File: src/rtl/arb_pkg.sv
// arb_pkg: shared types and constants for the data-memory arbiter.
//   arb_state_e   - arbiter FSM states
//   *_MEM/...     - data-memory map; the peripheral may only write at or
//                   above IO_MEM.
package arb_pkg;

  typedef enum logic [1:0] {
    IDLE    = 2'd0,
    SERVE_C = 2'd1,
    SERVE_P = 2'd2
  } arb_state_e;

  localparam logic [15:0] INSTRUCTION_MEM   = 16'h0000;
  localparam logic [15:0] INTERRUPT_CONTROL = 16'h4000;
  localparam logic [15:0] DATA_STACK        = 16'h6000;
  localparam logic [15:0] IO_MEM            = 16'hCFFD;

endpackage

File: src/rtl/arb_fair_counter.sv
// arb_fair_counter: CPU-priority decision with a saturating burst counter
// that bounds how long the peripheral can be starved.
//   clk, reset        clock, synchronous active-high reset
//   c_req_i, p_req_i  raw requests
//   c_gnt_i, p_gnt_i  grants currently on the bus (that port sits out)
//   c_win_o, p_win_o  winner of the decision registered at the next edge
module arb_fair_counter
  import arb_pkg::*;
#(
  parameter int unsigned MAX_CPU_BURST = 4
) (
  input  logic clk,
  input  logic reset,
  input  logic c_req_i,
  input  logic p_req_i,
  input  logic c_gnt_i,
  input  logic p_gnt_i,
  output logic c_win_o,
  output logic p_win_o
);

  localparam int unsigned     CNT_W   = $clog2(MAX_CPU_BURST + 1);
  localparam logic [CNT_W-1:0] CNT_MAX = CNT_W'(MAX_CPU_BURST);

  logic [CNT_W-1:0] burst_cnt_q, burst_cnt_d;

  // The CPU's raw request (not the gnt-masked one) decides whether P may
  // pre-empt: while C is being served and still holding req, P waits unless
  // the burst budget is used up. This yields the C,C,C,C,P pattern under
  // continuous contention.
  always_comb begin
    p_win_o     = p_req_i && !p_gnt_i && (!c_req_i || burst_cnt_q == CNT_MAX);
    c_win_o     = !p_win_o && c_req_i && !c_gnt_i;
    burst_cnt_d = burst_cnt_q;
    if (p_win_o || !p_req_i) begin
      burst_cnt_d = '0;
    end else if (c_win_o && burst_cnt_q != CNT_MAX) begin
      burst_cnt_d = burst_cnt_q + CNT_W'(1);
    end
  end

  always_ff @(posedge clk) begin
    if (reset) begin
      burst_cnt_q <= '0;
    end else begin
      burst_cnt_q <= burst_cnt_d;
    end
  end

endmodule

File: src/rtl/mem_port_arbiter.sv
// mem_port_arbiter: shares the single-port synchronous data memory between
// the CPU (port C) and one peripheral master (port P).
//   c_req/c_we/c_adr/c_wdata  CPU request, held until c_gnt
//   c_gnt, c_rvalid, c_rdata  CPU grant pulse, read-data valid pulse, data
//   p_*                       same for the peripheral
//   p_err                     P write below IO_BASE was suppressed
//   mem_adr/mem_wdata/mem_we  memory bus; mem_rdata valid one cycle later
module mem_port_arbiter
  import arb_pkg::*;
#(
  parameter int unsigned       WIDTH         = 16,
  parameter int unsigned       ADDR_W        = 16,
  parameter logic [ADDR_W-1:0] IO_BASE       = ADDR_W'(IO_MEM),
  parameter int unsigned       MAX_CPU_BURST = 4
) (
  input  logic              clk,
  input  logic              reset,
  input  logic              c_req,
  input  logic              c_we,
  input  logic [ADDR_W-1:0] c_adr,
  input  logic [WIDTH-1:0]  c_wdata,
  output logic              c_gnt,
  output logic              c_rvalid,
  output logic [WIDTH-1:0]  c_rdata,
  input  logic              p_req,
  input  logic              p_we,
  input  logic [ADDR_W-1:0] p_adr,
  input  logic [WIDTH-1:0]  p_wdata,
  output logic              p_gnt,
  output logic              p_rvalid,
  output logic [WIDTH-1:0]  p_rdata,
  output logic              p_err,
  output logic [ADDR_W-1:0] mem_adr,
  output logic [WIDTH-1:0]  mem_wdata,
  output logic              mem_we,
  input  logic [WIDTH-1:0]  mem_rdata
);

  arb_state_e        state_q, state_d;
  logic [ADDR_W-1:0] mem_adr_q, mem_adr_d;
  logic [WIDTH-1:0]  mem_wdata_q, mem_wdata_d;
  logic              mem_we_q, mem_we_d;
  logic              p_err_q, p_err_d;
  logic              acc_rd_q, acc_rd_d;
  logic              c_rvalid_q, c_rvalid_d;
  logic              p_rvalid_q, p_rvalid_d;
  logic              c_win, p_win;

  assign c_gnt = (state_q == SERVE_C);
  assign p_gnt = (state_q == SERVE_P);

  arb_fair_counter #(
    .MAX_CPU_BURST(MAX_CPU_BURST)
  ) u_fair (
    .clk     (clk),
    .reset   (reset),
    .c_req_i (c_req),
    .p_req_i (p_req),
    .c_gnt_i (c_gnt),
    .p_gnt_i (p_gnt),
    .c_win_o (c_win),
    .p_win_o (p_win)
  );

  always_comb begin
    state_d     = IDLE;
    mem_adr_d   = mem_adr_q;
    mem_wdata_d = mem_wdata_q;
    mem_we_d    = 1'b0;
    p_err_d     = 1'b0;
    acc_rd_d    = 1'b0;
    c_rvalid_d  = (state_q == SERVE_C) && acc_rd_q;
    p_rvalid_d  = (state_q == SERVE_P) && acc_rd_q;
    if (p_win) begin
      state_d     = SERVE_P;
      mem_adr_d   = p_adr;
      mem_wdata_d = p_wdata;
      mem_we_d    = p_we && (p_adr >= IO_BASE);
      p_err_d     = p_we && (p_adr < IO_BASE);
      acc_rd_d    = !p_we;
    end else if (c_win) begin
      state_d     = SERVE_C;
      mem_adr_d   = c_adr;
      mem_wdata_d = c_wdata;
      mem_we_d    = c_we;
      acc_rd_d    = !c_we;
    end
  end

  always_ff @(posedge clk) begin
    if (reset) begin
      state_q     <= IDLE;
      mem_adr_q   <= '0;
      mem_wdata_q <= '0;
      mem_we_q    <= 1'b0;
      p_err_q     <= 1'b0;
      acc_rd_q    <= 1'b0;
      c_rvalid_q  <= 1'b0;
      p_rvalid_q  <= 1'b0;
    end else begin
      state_q     <= state_d;
      mem_adr_q   <= mem_adr_d;
      mem_wdata_q <= mem_wdata_d;
      mem_we_q    <= mem_we_d;
      p_err_q     <= p_err_d;
      acc_rd_q    <= acc_rd_d;
      c_rvalid_q  <= c_rvalid_d;
      p_rvalid_q  <= p_rvalid_d;
    end
  end

  // Write strobe is masked by reset so an access interrupted by reset never
  // reaches the memory, even in the cycle reset is first seen.
  assign mem_we    = mem_we_q && !reset;
  assign mem_adr   = mem_adr_q;
  assign mem_wdata = mem_wdata_q;
  assign p_err     = p_err_q;
  assign c_rvalid  = c_rvalid_q;
  assign p_rvalid  = p_rvalid_q;
  assign c_rdata   = mem_rdata;
  assign p_rdata   = mem_rdata;

endmodule
File: config.mk
export PLATFORM = sky130hd
export DESIGN_NAME = mem_port_arbiter
export DESIGN_NICKNAME = d
export VERILOG_FILES = /design/src/rtl/arb_pkg.sv /design/src/rtl/arb_fair_counter.sv /design/src/rtl/mem_port_arbiter.sv
export SDC_FILE = /design/constraint.sdc
export NUM_CORES = 1
export LEC_CHECK = 0
export CAP_MARGIN = 25
export CORE_MARGIN = 5
export CORE_UTILIZATION = 34
export DETAILED_ROUTE_END_ITERATION = 12
export PLACE_DENSITY = 0.87
export SETUP_SLACK_MARGIN = 0.4
export SYNTH_ARGS = -nofsm -noshare
export SYNTH_HDL_FRONTEND = slang
export SYNTH_HIERARCHICAL = 1
export SYNTH_SLANG_ARGS = --single-unit
File: constraint.sdc
create_clock -name clk -period 5.4 [get_ports clk]
set_input_delay 1.35 -clock clk [delete_from_list [all_inputs] [get_ports clk]]
set_output_delay 1.35 -clock clk [all_outputs]
set_load 0.05 [all_outputs]
==> results of run 1 <==
## worst max-delay path, cell delays in order
cell and delay (ps):
clkdlybuf4s50_1 460, buf_4 370, nor2b_1 100, buf_4 210
## synth_stat cells
cell,count
buf_6,1
nor2b_1,4
nor2_1,33
clkbuf_1,4
inv_1,4
a22o_1,1
buf_4,32
and2_1,2
ha_1,2
dfxtp_1,42
o211a_1,1
and2b_1,1
nor3_2,1
a21oi_1,4
o21ai_0,1
mux2i_1,32
nand3_1,2
nand4bb_1,1
o21ai_2,1
o211ai_1,1
nand4_1,2
nand2_1,2
nand2b_1,1
nor3b_1,2
a21boi_2,1
and4b_1,1
o21ai_1,2
and3b_1,2
nor2b_4,1
a32oi_1,1
buf_2,7
mux2_2,32
or4_1,1
## cells in the final DEF (no fill, tap or decap)
master             n
clkdlybuf4s50_1  106
dfxtp_1           42
nor2_1            33
mux2_2            32
mux2i_1           32
clkbuf_8           5
nor2b_1            4
inv_1              4
buf_4              3
a21oi_1            3
nor3b_1            2
nand2_1            2
nand4_1            2
o21ai_1            2
and3b_1            2
clkinv_2           2
nand3_1            2
ha_1               2
nand4bb_1          1
o211ai_1           1
or4_1              1
o211a_1            1
a32oi_1            1
a22o_1             1
buf_16             1
a21boi_2           1
and2_2             1
nand2b_1           1
a21oi_4            1
and2_1             1
o21ai_0            1
nor2b_4            1
and2b_1            1
o21ai_2            1
and4b_1            1
nor3_2             1
## state kept, by name, indices dropped and copies added (netlist names)
signal	cells
c_rvalid	1
p_rvalid	1
acc_rd_q	1
p_err	1
mem_we_q	1
mem_adr	16
state_q	2
mem_wdata	16
u_fair/burst_cnt_q	3
## worst max path at each step
stage                      from     end  depth (start not counted)
final                     reset  mem_we                          4
after global routing      reset  mem_we                          4
after CTS                 reset  mem_we                          4
after detailed placement  reset  mem_we                          4
after global placement    reset  mem_we                          4
after floorplan           reset  mem_we                          2
## cells by family after synthesis
logic type / count (synthesis)
simple gates: 56
fa+ha+maj: 2
mux: 64
buf+inv: 48
compound gates: 13
flops: 42
## metrics by stage
stage	hold WS (ps)	power [uW]	instance area, um^2
global route	510.3	836.3	3241
finish	484.7	793.8	3241
detailed placement	470.8	615.0	3162
floorplan	454.7	567.4	2243
CTS	489.8	806.7	3241
global placement	471.4	605.5	3134
## layout make-up
cell class                      count  area, um^2  area share
Timing Repair Buffer              110        1111      0.3429
Multi-Input combinational cell    135        1099      0.3390
Sequential cell                    42       840.8      0.2595
Tap cell                           77       96.34     0.02973
Clock inverter                      2       10.01    0.003089
Inverter                            4       15.01    0.004633
Clock buffer                        5       68.82     0.02124
## where the power goes
part	switching [uW]	leakage (uW)	total, uW	internal, uW
registers	10.4	0.000346	342	331
logic	135	0.000873	264	129
clock network	101	0.0000438	188	86.8
total	247	0.00126	794	547
## routing by layer
| layer | vias to the layer above | global-route usage |
|---|---|---|
| met5 | - | 0 |
| met4 | 0 | 0.03178 |
| met3 | 6 | 0.05372 |
| met2 | 77 | 0.2410 |
| met1 | 820 | 0.1583 |
| li1 | 875 | - |
==> out/metrics.csv, run 1 <==
stage,metric,value,unit
outcome,status,"complete, no violations",
route,highest metal used,met4,
yosys,Yosys top cell by area,dfxtp_1,
die,Initial Util,0.3513,
placed_design,DP Wirelength,4531,um
die,row count,29,
yosys,mapped cell area,2243,um^2
critical_path,crit start category,input port,
grt,Tot GR Track Use,0.1379,
timing,period utilization,0.7134,
finish,"non-filler cells, final",375,
route,routed vias/inst,4.741,
route,DR vias,1778,
yosys,Syn Nets,313,
placed_design,placed cell count,368,
route,Metal-1 WL,2346,um
route,DR WL met2,2885,um
clock_tree,"CTS clk-pin slew, worst paths",80,ps
clock_tree,TritonCTS clock tree,yes,
yosys,Post-Synth Adder-Cell Area,0.01115,
route,Residual DRC,0,
placed_design,port bufs,107,
finish,Layout area overhead,44.45,%
timing,clock skew,4.075,ps
critical_path,Critical Path RT,4050,ps
min_path,Hold Path Cell Cnt,1,
grt,initial antenna violation count,0,
critical_path,R2R depth,9,
route,Met3 Routed Length,452,um
finish,antenna cells,0,
clock_tree,clk_lat worst skew,290,ps
clock_tree,total CTS buffers,5,
placed_design,Place WS,1532,ps
yosys,Synth area leaders,"dfxtp_1 37%, mux2_2 16%, mux2i_1 14%",
power,Peak supply drop,0.0001318,V
timing,final hold viol count,0,
finish,nets,386,
clock_tree,clock buffer depth,2,
yosys,cells after synthesis,225,
yosys,Synth top area share,0.3748,
timing,Period minus WS final,3852,ps
min_path,HP Start,acc_rd_q,
yosys,syn_area_per_cell,9.971,um^2
die,die width,91.23,um
route,ANT nets after route,0,
die,core area,6386,um^2
yosys,post-synthesis mux area share,0.3034,
finish,Layout fillers,602,
clock_tree,Root Buffer,clkbuf_8,
timing,Setup TNS,0,ps
min_path,HP Class,reg2reg,
grt,first-pass GRT wire length,9508,um
clock_tree,hold_buf cts,0,
die,I/O Pins,156,
timing,FMAX,259.6,MHz
timing,setup violators final,0,
die,area of the die,8323,um^2
finish,layout cells sized above 1,0.1644,
route,WL/cell,15.28,um
critical_path,r2r startpoint,u_fair/burst_cnt_q[0],
route,DR iter-0 viols,32,
yosys,sequential-to-total area share from yosys stat,0.3748,
power,total power divided by cell area,244.9,nW/um^2
clock_tree,CTS resizes,0,
critical_path,Setup Crit Path Kind,in2out,
clock_tree,H-tree Lvls,2,
grt,vias in the first global route,1960,
yosys,Yosys reg bits,42,
power,Leak,0.001263,uW
clock_tree,clock net sink count,42,
timing,fin. max-slew vios,0,
die,Die Y-Extent,91.23,um
critical_path,r2r endpoint,mem_wdata[11],
min_path,worst hold endpoint,p_rvalid,
critical_path,Crit. End Element,primary output,
critical_path,Worst R2R Setup Slack,3030,ps
route,Routed Wire Length,5731,um
yosys,Post-Synth XOR/XNOR Area,0,
timing,setup repair after global routing missed its margin,false,
critical_path,CP max FO,38,
yosys,simple logic cell fraction of the synthesized area,0.1294,
grt,GRT overflow,0,
placed_design,Routability Congestion,0.6810,
critical_path,CP arrival,2500,ps
grt,pin count of the biggest net entering global routing,39,
timing,Least-Margin Pin Slew,590.3,ps
yosys,largest family of logic cells by synthesized area,multiplexers,
yosys,compound-gate portion of the synthesized area,0.04016,
route,TritonRoute pass-1 iters,3,
yosys,Yosys Warn Count,6,
timing,fin worst setup slack,1548,ps
timing,relative slew slack,0.6056,
run,max-cap violation count,0,
clock_tree,Post-CTS Setup Bufs,0,
yosys,post-synth cell types,33,
finish,Final Util,0.5074,
No activity file was read; power rests on OpenSTA's default activity.
==> inputs of run 2 (changes only) <==
==> constraint.sdc (replaced) <==
create_clock -name clk -period 3.6 [get_ports clk]
set_input_delay 0.9 -clock clk [delete_from_list [all_inputs] [get_ports clk]]
set_output_delay 0.9 -clock clk [all_outputs]
set_load 0.05 [all_outputs]
==> run 2 against run 1 <==
Against the previous run: count of clock-buffer cells in the layout increased by 1; total power increased by 52%; die area is the same; register-to-register slack worse by 1700 ps; flip-flop and latch count did not move; sequential power up 50%; largest power group unchanged.
==> out/metrics.csv, run 2 (same netlist as run 1, synthesis figures left out) <==
stage,metric,value,unit
grt,Tot GR Track Use,0.1360,
critical_path,crit start category,flip-flop,
grt,initial antenna violation count,0,
grt,GRT overflow,0,
placed_design,Routability Congestion,0.6949,
clock_tree,"CTS clk-pin slew, worst paths",70,ps
run,max-cap violation count,0,
route,DR vias,1789,
clock_tree,hold_buf cts,0,
route,highest metal used,met4,
clock_tree,CTS resizes,0,
clock_tree,total CTS buffers,5,
clock_tree,clk_lat worst skew,290,ps
route,Metal-1 WL,2308,um
timing,period utilization,0.7615,
power,Sw Ratio,0.3039,
route,DR iter-0 viols,19,
timing,setup violators final,0,
timing,FMAX,364.8,MHz
placed_design,port bufs,107,
power,total power divided by cell area,368.7,nW/um^2
placed_design,DP Wirelength,4537,um
critical_path,Worst R2R Setup Slack,1350,ps
clock_tree,Post-CTS Setup Bufs,0,
clock_tree,TritonCTS clock tree,yes,
min_path,Hold Path Cell Cnt,1,
finish,nets,388,
die,Initial Util,0.3513,
timing,worst hold margin,512.5,ps
min_path,HP Class,reg2reg,
clock_tree,H-tree Lvls,2,
timing,clock skew,7.168,ps
grt,vias in the first global route,1924,
min_path,worst hold endpoint,p_rvalid,
finish,"commonest non-fill, non-tap cell in the layout",clkdlybuf4s50_1,
power,Leak,0.001275,uW
timing,setup repair after global routing missed its margin,false,
route,TritonRoute pass-1 iters,4,
power,clock power share,0.246,
timing,Setup TNS,0,ps
critical_path,r2r endpoint,mem_adr[15],
die,die width,91.23,um
route,Met3 Routed Length,495,um
finish,most frequent cells in the layout,"106 x clkdlybuf4s50_1, 42 x dfxtp_1, 33 x nor2_1",
finish,Layout fillers,599,
critical_path,CP arrival,1840,ps
finish,layout cells sized above 1,0.1672,
finish,Layout area overhead,46.07,%
die,area of the die,8323,um^2
critical_path,Crit. End Element,primary output,
timing,relative slew slack,0.6559,
power,Net Sw Power,367.2,uW
die,row count,29,
die,Die Y-Extent,91.23,um
route,WL/cell,15.24,um
power,Pint,841.1,uW
finish,antenna cells,0,
critical_path,CP max FO,4,
power,power share of the sequential group,0.424,
min_path,HP Start,acc_rd_q,
clock_tree,clock buffer depth,2,
grt,pin count of the biggest net entering global routing,38,
critical_path,Critical Path RT,2700,ps
critical_path,Setup Crit Path Kind,reg2out,
power,Peak supply drop,0.0002041,V
power,Comb pwr share,0.330,
critical_path,r2r startpoint,u_fair/burst_cnt_q[0],
die,I/O Pins,156,
timing,fin. max-slew vios,0,
timing,Period minus WS final,2741,ps
timing,Least-Margin Pin Slew,514.5,ps
route,Routed Wire Length,5731,um
timing,final hold viol count,0,
critical_path,R2R depth,9,
clock_tree,Root Buffer,clkbuf_8,
outcome,status,"complete, no violations",
route,routed vias/inst,4.758,
die,core area,6386,um^2
clock_tree,clock net sink count,42,
route,ANT nets after route,0,
route,DR WL met2,2881,um
route,Residual DRC,0,
grt,first-pass GRT wire length,9418,um
-- run 2: cell count changes in the layout (fill, tap and decap cells not counted) --
cell / delta
buf_12: +3
clkinv_2: -2
buf_16: -1
clkbuf_8: +1
-- run 2: layout make-up --
class | count | area, um^2 | share of cell area
timing repair buffer | 112 | 1144 | 0.3490
multi-input combinational | 135 | 1099 | 0.3352
sequential | 42 | 840.8 | 0.2566
tap | 77 | 96.34 | 0.02940
clock buffer | 6 | 82.58 | 0.02520
inverter | 4 | 15.01 | 0.004582
-- run 2: worst max-delay path, stage by stage (launching register included) --
cell	delay [ps]
dfxtp_1	320
nor2b_1	350
clkdlybuf4s50_1	890
-- run 2: worst max path at each step --
stage | startpoint | endpoint | slack, ps | cells after the start
6_report | state_q[0] | c_gnt | 860 | 2
5_1_grt | c_req | mem_wdata[0] | 750 | 8
4_1_cts | state_q[0] | c_gnt | 860 | 2
3_5_place_dp | c_req | mem_wdata[6] | 580 | 8
3_3_place_gp | c_req | mem_adr[11] | 670 | 8
2_1_floorplan | reset | mem_we | 920 | 2
-- run 2: power groups by stage --
stage / clock, uW / sequential (uW) / combinational [uW]
after floorplan: 0 / 625 / 226
after global placement: 0 / 522 / 396
after detailed placement: 0 / 524 / 401
after CTS: 308 / 513 / 403
after global routing: 326 / 517 / 422
final: 297 / 513 / 398
-- run 2: stage by stage --
step | instances | instance area [um^2] | total power (uW) | utilization | setup WS (ps)
final | 376 | 3277 | 1208 | 0.5131 | 858.7
after global routing | 376 | 3277 | 1266 | 0.5131 | 753.1
after CTS | 376 | 3277 | 1225 | 0.5131 | 862.1
after detailed placement | 370 | 3194 | 925.1 | 0.5002 | 579.4
after global placement | 370 | 3194 | 917.5 | 0.5002 | 669.7
after floorplan | 225 | 2243 | 851.1 | - | 917.6
-- run 2: routing by layer --
metal / vias up / GRT usage
met4: 0 / 0.03178
li1: 884 / -
met2: 82 / 0.2398
met3: 8 / 0.05289
met5: - / 0
met1: 815 / 0.1543
==> inputs of run 3 (changes only) <==
--- a/config.mk
+++ b/config.mk
@@ -7,9 +7,9 @@
 export LEC_CHECK = 0
 export CAP_MARGIN = 25
 export CORE_MARGIN = 5
-export CORE_UTILIZATION = 34
+export CORE_UTILIZATION = 32
 export DETAILED_ROUTE_END_ITERATION = 12
-export PLACE_DENSITY = 0.87
+export PLACE_DENSITY = 0.86
 export SETUP_SLACK_MARGIN = 0.4
 export SYNTH_ARGS = -nofsm -noshare
 export SYNTH_HDL_FRONTEND = slang
==> constraint.sdc (replaced) <==
create_clock -name clk -period 2.4 [get_ports clk]
set_input_delay 0.6 -clock clk [delete_from_list [all_inputs] [get_ports clk]]
set_output_delay 0.6 -clock clk [all_outputs]
set_load 0.05 [all_outputs]
==> run 3 against run 2 <==
Against the previous run: combinational power rose by 56%; total power rose by 54%; clock power grew 60%; clock skew fell by 5.3 ps; critical path type is now in2out; critical endpoint is now mem_we; largest power group unchanged; highest routed layer unchanged.
==> out/metrics.csv, run 3 (same netlist as run 1, synthesis figures left out) <==
stage,metric,value,unit
critical_path,R2R depth,10,
timing,period utilization,0.8162,
die,die width,93.73,um
min_path,Hold Path Cell Cnt,1,
timing,setup violators final,0,
finish,Layout area overhead,54.32,%
finish,nets,400,
timing,fin. max-slew vios,0,
critical_path,Crit. End Element,primary output,
die,row count,30,
power,Leak,0.001514,uW
clock_tree,clock buffer depth,2,
grt,GRT overflow,0,
route,ANT nets after route,0,
critical_path,crit start category,input port,
critical_path,Setup Crit Path Kind,in2out,
placed_design,Routability Congestion,0.7404,
grt,Tot GR Track Use,0.1380,
timing,fin worst setup slack,441.0,ps
finish,Post-Layout Inst Area,3462,um^2
clock_tree,H-tree Lvls,2,
placed_design,DP Wirelength,4651,um
timing,Least-Margin Pin Slew,514.5,ps
timing,setup repair after global routing missed its margin,true,
min_path,HP Class,reg2reg,
grt,initial antenna violation count,0,
grt,pin count of the biggest net entering global routing,38,
finish,antenna cells,0,
clock_tree,clk_lat worst skew,290,ps
clock_tree,TritonCTS clock tree,yes,
grt,first-pass GRT wire length,9584,um
clock_tree,total CTS buffers,5,
finish,most frequent cells in the layout,"67 x clkdlybuf4s50_1, 40 x dfxtp_1, 37 x dlygate4sd2_1",
timing,relative slew slack,0.6584,
finish,layout cells sized above 1,0.2300,
grt,vias in the first global route,2068,
timing,Period minus WS final,1959,ps
critical_path,Crit. Startpoint,reset,
route,DR iter-0 viols,33,
critical_path,CP arrival,1360,ps
critical_path,r2r endpoint,mem_wdata[2],
timing,final hold viol count,0,
die,area of the die,8785,um^2
min_path,HP Start,acc_rd_q,
route,Routed Wire Length,6147,um
min_path,worst hold endpoint,p_rvalid,
outcome,status,"complete, no violations",
critical_path,r2r startpoint,u_fair/burst_cnt_q[1],
run,max-cap violation count,0,
timing,worst hold margin,487.8,ps
placed_design,port bufs,107,
placed_design,Area after DPL,3266,um^2
route,TritonRoute pass-1 iters,4,
die,Die Y-Extent,93.73,um
timing,clock skew,1.875,ps
route,DR vias,1842,
placed_design,Place WS,-39.73,ps
critical_path,Critical Path RT,1800,ps
route,Residual DRC,0,
clock_tree,clock net sink count,42,
route,routed vias/inst,4.504,
finish,Layout fillers,642,
die,core area,6794,um^2
timing,FMAX,510.5,MHz
die,Initial Util,0.3302,
finish,"commonest non-fill, non-tap cell in the layout",clkdlybuf4s50_1,
route,WL/cell,15.03,um
critical_path,Worst R2R Setup Slack,470,ps
power,total power divided by cell area,538.5,nW/um^2
clock_tree,Root Buffer,clkbuf_8,
die,I/O Pins,156,
power,Peak supply drop,0.0002114,V
clock_tree,"CTS clk-pin slew, worst paths",80,ps
critical_path,CP max FO,2,
[run 3: routing by layer]
layer / vias up / share of wire / global-route usage
met5: - / 0 / 0
met4: 0 / 0.024 / 0.06258
met3: 11 / 0.071 / 0.02885
met2: 69 / 0.52 / 0.2608
met1: 852 / 0.38 / 0.1443
li1: 910 / - / -
[run 3: metrics by stage]
stage | util | setup TNS, ps | total power [uW] | cells
final | 0.5096 | 0 | 1864 | 409
after global routing | 0.5096 | 0 | 1970 | 409
after CTS | 0.5048 | 0 | 1882 | 407
after detailed placement | 0.4807 | -211.4 | 1399 | 393
after global placement | 0.4807 | 0 | 1385 | 393
after floorplan | - | 0 | 1280 | 225
[run 3: power breakdown]
group          total (uW)  switching (uW)  internal [uW]
combinational         621             318            303
clock                 475             243            232
sequential            768            22.4            745
[run 3: how the worst max path moves through the flow]
stage | to | slack (ps) | cells after the start
2_1_floorplan | mem_adr[10] | 430 | 8
3_3_place_gp | mem_wdata[7] | 20 | 8
3_5_place_dp | mem_wdata[4] | -40 | 8
4_1_cts | c_gnt | 350 | 2
5_1_grt | mem_adr[14] | 360 | 10
6_report | mem_we | 440 | 3
[run 3: what timing repair did]
| item | CTS | global route |
|---|---|---|
| gates cloned | 2 | 1 |
| endpoints found under the setup margin | 71 | 15 |
| pin swaps | 3 | 5 |
| setup buffers | 4 | 1 |
| hold endpoints to repair | 0 | 0 |
| hold buffers | 0 | 0 |
| gates resized for setup | 51 | 6 |
[run 3: cell type report]
cell class	instances	area (um^2)	share of cell area
Clock inverter	1	5.005	0.001446
Timing Repair Buffer	124	1264	0.3650
Tap cell	96	120.1	0.03469
Sequential cell	42	843.3	0.2436
Inverter	4	15.01	0.004337
Clock buffer	7	86.33	0.02494
Multi-Input combinational cell	135	1129	0.3260
[run 3: critical path, cell delays in order]
cell,delay (ps)
clkdlybuf4s50_1,440
nor2b_2,170
buf_12,150
